$ cat src/rtl/udp_rx_port_demux.sv
// udp_rx_port_demux: UDP receive stage with destination-port demultiplexing.
// Strips the 8-byte UDP header, matches the destination port against NUM_PORTS
// programmable entries (lowest index wins) and forwards the payload tagged with
// the matched channel. Length, upstream error and (optionally) checksum are
// checked and reported on the EoF beat. Fixed 3-cycle latency input to output.
// Optional feature: define UDP_RX_CSUM_EN to build the checksum accumulator/check.
//
// Handshake: ValIn qualifies every input beat (SoFIn/EoFIn/ErrIn/DataIn); there is
// no backpressure, a low ValIn is a stall that reappears as ValOut=0 three cycles later.
module udp_rx_port_demux #(
    parameter int NUM_PORTS = 4,
    parameter int IDX_W     = 2
) (
    input  logic                    Clk,
    input  logic                    Rst,
    input  logic                    SoFIn,
    input  logic                    EoFIn,
    input  logic                    ValIn,
    input  logic                    ErrIn,
    input  logic [7:0]              DataIn,
    input  logic [23:0]             PHeadIn,
    input  logic [31:0]             RemoteIPIn,
    input  logic [47:0]             RemoteMACIn,
    input  logic [16*NUM_PORTS-1:0] PortTable,
    input  logic [NUM_PORTS-1:0]    PortEnable,
    output logic                    SoFOut,
    output logic                    EoFOut,
    output logic                    ValOut,
    output logic                    ErrOut,
    output logic [7:0]              DataOut,
    output logic [IDX_W-1:0]        ChanOut,
    output logic [47:0]             RemoteMACOut,
    output logic [31:0]             RemoteIPOut,
    output logic [15:0]             RemotePortOut,
    output logic [15:0]             DropCnt,
    output logic [2:0]              StateDbg
);
    localparam logic [2:0] ST_IDLE = 3'd0;
    localparam logic [2:0] ST_HDR  = 3'd1;
    localparam logic [2:0] ST_HIT  = 3'd2;
    localparam logic [2:0] ST_PAY  = 3'd3;
    localparam logic [2:0] ST_DROP = 3'd4;

    logic [2:0]       state, stateNext;
    logic [15:0]      byteCnt, idx;
    logic [15:0]      srcPort, lenField;
    logic [7:0]       dstHi;
    logic             errAcc, errNext, lenBad, inHdr;
    logic [IDX_W-1:0] capChan, hitIdx;
    logic [31:0]      capIp;
    logic [47:0]      capMac;
    logic             hit;
    logic             beatVal, beatSof, beatEof, beatErr, beatChk, dropInc;

    // Stage registers (s1 = after input byte, s2 = middle, outputs = s3)
    logic             s1Val, s1Sof, s1Eof, s1Err, s1Chk;
    logic [7:0]       s1Data;
    logic [IDX_W-1:0] s1Chan;
    logic [15:0]      s1Port;
    logic [31:0]      s1Ip;
    logic [47:0]      s1Mac;
    logic             s2Val, s2Sof, s2Eof, s2Err, s2Chk;
    logic [7:0]       s2Data;
    logic [IDX_W-1:0] s2Chan;
    logic [15:0]      s2Port;
    logic [31:0]      s2Ip;
    logic [47:0]      s2Mac;
    logic             csumFail;

    assign StateDbg = state;

    // Byte index of the current beat; a SoF always restarts at byte 0.
    always_comb begin
        idx     = SoFIn ? 16'd0 : byteCnt;
        inHdr   = SoFIn || (state == ST_HDR) || (state == ST_HIT);
        errNext = (SoFIn ? 1'b0 : errAcc) | ErrIn;
        lenBad  = (lenField != (idx + 16'd1));
    end

    // Destination-port lookup; scanning downward lets the lowest index win.
    always_comb begin
        hit    = 1'b0;
        hitIdx = '0;
        for (int i = NUM_PORTS - 1; i >= 0; i--) begin
            if (PortEnable[i] && (PortTable[16*i +: 16] == {dstHi, DataIn})) begin
                hit    = 1'b1;
                hitIdx = IDX_W'(i);
            end
        end
    end

    // Frame FSM decode: next state, output beat for this byte, drop event.
    always_comb begin
        stateNext = state;
        beatVal   = 1'b0;
        beatSof   = 1'b0;
        beatEof   = 1'b0;
        beatErr   = 1'b0;
        beatChk   = 1'b0;
        dropInc   = 1'b0;
        if (ValIn) begin
            // Missing EoF: close the open frame in the slot of the new SoF byte.
            if (SoFIn && (state == ST_PAY)) begin
                beatEof = 1'b1;
                beatErr = 1'b1;
            end
            if (inHdr) begin
                stateNext = SoFIn ? ST_HDR : state;
                if (idx == 16'd3) begin
                    stateNext = hit ? ST_HIT : ST_DROP;
                    dropInc   = !hit;
                end
                if ((idx == 16'd7) && (stateNext == ST_HIT)) begin
                    stateNext = ST_PAY;
                    if (EoFIn) begin
                        // Zero payload: lone SoF/EoF marker carrying the checks.
                        beatSof = 1'b1;
                        beatEof = 1'b1;
                        beatErr = errNext | lenBad;
                        beatChk = 1'b1;
                    end
                end
                if (EoFIn) begin
                    if (idx < 16'd7) dropInc = 1'b1;
                    stateNext = ST_IDLE;
                end
            end else if (state == ST_PAY) begin
                beatVal = 1'b1;
                beatSof = (idx == 16'd8);
                beatEof = EoFIn;
                beatErr = EoFIn & (errNext | lenBad);
                beatChk = EoFIn;
                if (EoFIn) stateNext = ST_IDLE;
            end else if (state == ST_DROP) begin
                if (EoFIn) stateNext = ST_IDLE;
            end
        end
    end

    // Frame state: FSM, byte counter and captured header fields.
    always_ff @(posedge Clk or posedge Rst) begin
        if (Rst) begin
            state    <= ST_IDLE;
            byteCnt  <= 16'd0;
            srcPort  <= 16'd0;
            dstHi    <= 8'd0;
            lenField <= 16'd0;
            errAcc   <= 1'b0;
            capChan  <= '0;
            capIp    <= 32'd0;
            capMac   <= 48'd0;
        end else if (ValIn && (SoFIn || (state != ST_IDLE))) begin
            state   <= stateNext;
            byteCnt <= idx + 16'd1;
            errAcc  <= errNext;
            if (SoFIn) begin
                capIp  <= RemoteIPIn;
                capMac <= RemoteMACIn;
            end
            if (inHdr) begin
                case (idx)
                    16'd0: srcPort[15:8]  <= DataIn;
                    16'd1: srcPort[7:0]   <= DataIn;
                    16'd2: dstHi          <= DataIn;
                    16'd3: if (hit) capChan <= hitIdx;
                    16'd4: lenField[15:8] <= DataIn;
                    16'd5: lenField[7:0]  <= DataIn;
                    default: ;
                endcase
            end
        end
    end

    // Dropped-frame counter, saturating.
    always_ff @(posedge Clk or posedge Rst) begin
        if (Rst)                              DropCnt <= 16'd0;
        else if (dropInc && DropCnt != 16'hFFFF) DropCnt <= DropCnt + 16'd1;
    end

`ifdef UDP_RX_CSUM_EN
    logic [31:0] acc, accNext, s1Sum;
    logic [15:0] csumField, csumNext, fold2;
    logic [7:0]  csumHi;
    logic [16:0] s2Fold;
    logic        s1CsumZero, s2CsumZero;

    // Running sum: even bytes are the high half of a word, odd bytes the low half.
    always_comb begin
        accNext  = (SoFIn ? {8'h00, PHeadIn} : acc) +
                   (idx[0] ? {24'h0, DataIn} : {16'h0, DataIn, 8'h00});
        csumNext = (idx == 16'd7) ? {csumHi, DataIn} : csumField;
        fold2    = s2Fold[15:0] + {15'd0, s2Fold[16]};
        csumFail = s2Chk && !s2CsumZero && (fold2 != 16'hFFFF);
    end

    // Checksum accumulator and received checksum field.
    always_ff @(posedge Clk or posedge Rst) begin
        if (Rst) begin
            acc       <= 32'd0;
            csumHi    <= 8'd0;
            csumField <= 16'd0;
        end else if (ValIn && (SoFIn || (state != ST_IDLE))) begin
            acc <= accNext;
            if (inHdr && idx == 16'd6) csumHi    <= DataIn;
            if (inHdr && idx == 16'd7) csumField <= {csumHi, DataIn};
        end
    end

    // Checksum pipeline: capture sum, fold once, final fold/compare at the output.
    always_ff @(posedge Clk or posedge Rst) begin
        if (Rst) begin
            s1Sum      <= 32'd0;
            s1CsumZero <= 1'b0;
            s2Fold     <= 17'd0;
            s2CsumZero <= 1'b0;
        end else begin
            s1Sum      <= accNext;
            s1CsumZero <= (csumNext == 16'h0000);
            s2Fold     <= {1'b0, s1Sum[15:0]} + {1'b0, s1Sum[31:16]};
            s2CsumZero <= s1CsumZero;
        end
    end
`else
    logic unusedPHead;
    assign unusedPHead = ^PHeadIn;
    assign csumFail    = 1'b0;
`endif

    // Three-stage output pipeline; frame metadata advances only with SoF beats.
    always_ff @(posedge Clk or posedge Rst) begin
        if (Rst) begin
            {s1Val, s1Sof, s1Eof, s1Err, s1Chk} <= 5'd0;
            {s2Val, s2Sof, s2Eof, s2Err, s2Chk} <= 5'd0;
            {ValOut, SoFOut, EoFOut, ErrOut}    <= 4'd0;
            s1Data <= 8'd0;  s2Data <= 8'd0;  DataOut <= 8'd0;
            s1Chan <= '0;    s2Chan <= '0;    ChanOut <= '0;
            s1Port <= 16'd0; s2Port <= 16'd0; RemotePortOut <= 16'd0;
            s1Ip   <= 32'd0; s2Ip   <= 32'd0; RemoteIPOut   <= 32'd0;
            s1Mac  <= 48'd0; s2Mac  <= 48'd0; RemoteMACOut  <= 48'd0;
        end else begin
            s1Val  <= beatVal;
            s1Sof  <= beatSof;
            s1Eof  <= beatEof;
            s1Err  <= beatErr;
            s1Chk  <= beatChk;
            s1Data <= beatVal ? DataIn : 8'h00;
            if (beatSof) begin
                s1Chan <= capChan;
                s1Port <= srcPort;
                s1Ip   <= capIp;
                s1Mac  <= capMac;
            end
            {s2Val, s2Sof, s2Eof, s2Err, s2Chk} <= {s1Val, s1Sof, s1Eof, s1Err, s1Chk};
            s2Data <= s1Data;
            if (s1Sof) begin
                s2Chan <= s1Chan;
                s2Port <= s1Port;
                s2Ip   <= s1Ip;
                s2Mac  <= s1Mac;
            end
            ValOut  <= s2Val;
            SoFOut  <= s2Sof;
            EoFOut  <= s2Eof;
            ErrOut  <= s2Err | csumFail;
            DataOut <= s2Data;
            if (s2Sof) begin
                ChanOut       <= s2Chan;
                RemotePortOut <= s2Port;
                RemoteIPOut   <= s2Ip;
                RemoteMACOut  <= s2Mac;
            end
        end
    end
endmodule

$ cat config.mk
export PLATFORM = sky130hd
export DESIGN_NAME = udp_rx_port_demux
export DESIGN_NICKNAME = d
export VERILOG_FILES = /design/src/rtl/udp_rx_port_demux.sv
export SDC_FILE = /design/constraint.sdc
export NUM_CORES = 1
export LEC_CHECK = 0
export ABC_AREA = 0
export CAP_MARGIN = 20
export CORE_MARGIN = 2
export CORE_UTILIZATION = 39
export DETAILED_ROUTE_END_ITERATION = 8
export GPL_TIMING_DRIVEN = 0
export PLACE_DENSITY_LB_ADDON = 0.12
export SLEW_MARGIN = 30
export SYNTH_ARGS = -nofsm -noshare
export SYNTH_HDL_FRONTEND = slang
export SYNTH_SLANG_ARGS = --single-unit
export TNS_END_PERCENT = 100
$ cat constraint.sdc
create_clock -name Clk -period 23.7 [get_ports Clk]
set_input_delay 2.37 -clock Clk [delete_from_list [all_inputs] [get_ports Clk]]
set_output_delay 2.37 -clock Clk [all_outputs]
set_load 0.005 [all_outputs]
==> run metrics <==
critical path class in -> reg; Leakage Power ~0.011 uW; Total GRT Usage 0.184; Routed WL about 47 mm; switching share of power 0.264; IO Port Bufs about 280; RSZ-0062 raised after global routing no; first-pass GRT wire length 75.8 mm; drt first-iter violations roughly 760; most common cell after layout, fill and taps aside dfrtp_1; fin util 0.511; post-synthesis cell count ~1,600; CTS tree done; Root Driver clkbuf_16; Bufs on Longest Clock Path 3; Routed Antenna Nets 0; filler cell count in the final layout between 4,000 and 5,000; area of the die between 0.05 and 0.06 sq mm; hold_ws about 0.34 ns; part of the power in registers 0.446; Int Power between 2000 and 2500 uW; Worst Clk Skew ~0.023 ns; maximum VDD drop ~0.058 mV; area of the multi-input gates 0.00709 sq mm; final worst path period need between 5 and 6 ns; EDFF count, synth 0; CTS HTree Levels 2; clock sink count 488; cts hold-fix bufs 0; n_diodes 0; Clock power frac 0.325; Die Wd 229 um; Pre-antenna DRT Iters 5; clk slew on worst S/H paths ~0.06 ns; vias in the first global route between 10,000 and 15,000; share of cells above drive strength 1 0.235; register area share after synthesis 0.619; Netlist Area Pre-Place approximately 0.02 sq mm; routed len/inst about 18 um; Crit path required time 24.13 ns; Top FF cell, synth dfrtp_1; flops & latches, synth 488; Residual DRC 0; Net Switching 742 uW; Num CTS Buffers 53; Combinational Power Share 0.228; Synth Warn # 0; GP Congestion approximately 0.83; Fmax between 150 and 200 MHz; worst path arrival time between 6 and 7 ns; initial antenna violation count 0; Sequential Area approximately 0.012 sq mm; CP startpoint kind primary input; Worst-Skew Late Latency 0.60 ns; Final #Nets approximately 2,100; Post-CTS Setup Bufs 0; status finished clean; crit path max fanout 10; mean post-synth cell area ~13 sq um; Core Region around 0.05 sq mm; Via Count about 13,000; largest net degree at the start of global routing 94; IO Count 315; pwr dens roughly 110 mW/mm^2; Vias/cell 4.81; post-DP HPWL between 30 and 40 mm; fraction of registers with async set or reset after synthesis 1.00; placed cell areas 0.0236 sq mm; Slew Limit Fails 0; Crit. End Element flop; Hold Path Class reg -> reg; non-filler cells, final ~2,600; remaining global-route overflow 0; Chip Height 229 um; Worst Tran Pin Value 0.888 ns; MaxCap Viol Count 0; Final period util 0.245; std cell rows slightly above 80; Initial Util 0.394; Syn Nets around 1,800; Final Hold Fails 0; post-CTS resize count 0; Final setup viols 0; commonest non-fill, non-tap cells in the layout dfrtp_1 (488), nand2_1 (339), mux2_2 (318), clkdlybuf4s50_1 (282), clkbuf_1 (66); Slew HR 0.407; Post-Route Setup TNS 0 ns; Placed Cells between 2,000 and 3,000; Layout area overhead 29.6%; Synth cell types 56; post-route cell area roughly 0.026 sq mm
kinds of logic (layout without fill, tap and decap cells):
| kind of cell | after synthesis | count (layout) | synth area share |
|---|---|---|---|
| flops | 488 | 488 | 0.619 |
| simple gates | 477 | 477 | 0.106 |
| xor+xnor | 98 | 98 | 0.0435 |
| compound gates | 72 | 72 | 0.0230 |
| fa+ha+maj | 4 | 4 | 0.00241 |
| mux | 321 | 321 | 0.183 |
| buf+inv | 105 | 494 | 0.0226 |
metal layers:
metal	vias up	routed length [um]	GRT usage
met1	6307	21300	0.249
met2	278	22300	0.299
met3	75	2450	0.0413
met4	0	979	0.0483
li1	5969	-	-
met5	-	0	0
critical path, cell delays in order:
cell             delay, ns
clkdlybuf4s50_1       0.64
clkbuf_1              0.40
clkbuf_1              0.38
clkbuf_1              0.51
nor2b_1               0.14
ha_1                  0.37
xnor2_1               0.15
a311oi_1              0.30
o211ai_1              0.13
a2111oi_0             0.30
nand4_1               0.14
o31a_1                0.38
power groups by stage:
stage | clock network, uW | logic [uW] | registers [uW]
floorplan | 0 | 354 | 1230
global route | 975 | 707 | 1290
finish | 914 | 642 | 1250
CTS | 940 | 655 | 1260
detailed placement | 0 | 652 | 1270
global placement | 0 | 633 | 1270
layout make-up:
type | instances | area share
inverter | 15 | 0.00250
clock inverter | 23 | 0.0140
sequential | 488 | 0.478
tap | 672 | 0.0329
timing repair buffer | 289 | 0.117
clock buffer | 77 | 0.0637
buffer | 90 | 0.0152
multi-input combinational | 972 | 0.277
through the flow:
step	worst slack (ns)	power, uW
floorplan	7.71	1590
global placement	1.97	1900
detailed placement	17.28	1920
CTS	17.93	2850
global route	17.50	2980
finish	17.90	2810
registers in the layout, indices dropped and copies added (netlist names), 32 cells and up:
register and cells:
RemoteMACOut 48, capMac 48, s2Mac 48, s2Ip 32, s1Ip 32, RemoteIPOut 32, capIp 32, s1Mac 48
cell usage after synthesis (all sizes together) (2+ instances only):
library cell,count,share of area
a2111oi,2,0.00089
a21o,2,0.00076
a21oi,23,0.0060
a31oi,3,0.0017
and2,9,0.0029
and4,3,0.0015
buf,29,0.0081
clkbuf,61,0.012
dfrtp,488,0.62
ha,3,0.0019
inv,15,0.0029
mux2,319,0.18
mux2i,2,0.0010
nand2,339,0.064
nand2b,7,0.0022
nand3,19,0.0048
nand3b,3,0.0011
nand4,10,0.0032
nor2,20,0.0038
nor2b,4,0.0013
nor3,17,0.0046
nor3b,3,0.0014
nor4,24,0.0079
nor4b,3,0.0016
o21ai,26,0.0066
o31ai,2,0.00076
o41ai,5,0.0022
or2,2,0.00063
or3,4,0.0013
or4,8,0.0030
xnor2,47,0.021
xor2,51,0.023
final timing paths:
| path | from | to | slack, ns | depth (start not counted) |
|---|---|---|---|---|
| worst max register to register | byteCnt[11]$_DFFE_PP0P_ | s1Mac[20]$_DFFE_PP0P_ | 19.96 | 11 |
| worst min register to register | s1Data[5]$_DFF_PP0_ | s2Data[5]$_DFF_PP0_ | 0.34 | 0 |
| worst min-delay path | s1Data[5]$_DFF_PP0_ | s2Data[5]$_DFF_PP0_ | 0.34 | 0 |
| max in group asynchronous | Rst | s2Mac[29]$_DFFE_PP0P_ | 20.11 | 5 |
| worst max-delay path | SoFIn | s1Err$_DFF_PP0_ | 17.90 | 12 |
| min in group asynchronous | Rst | ValOut$_DFF_PP0_ | 2.16 | 2 |
No activity file was read; power rests on OpenSTA's default activity.
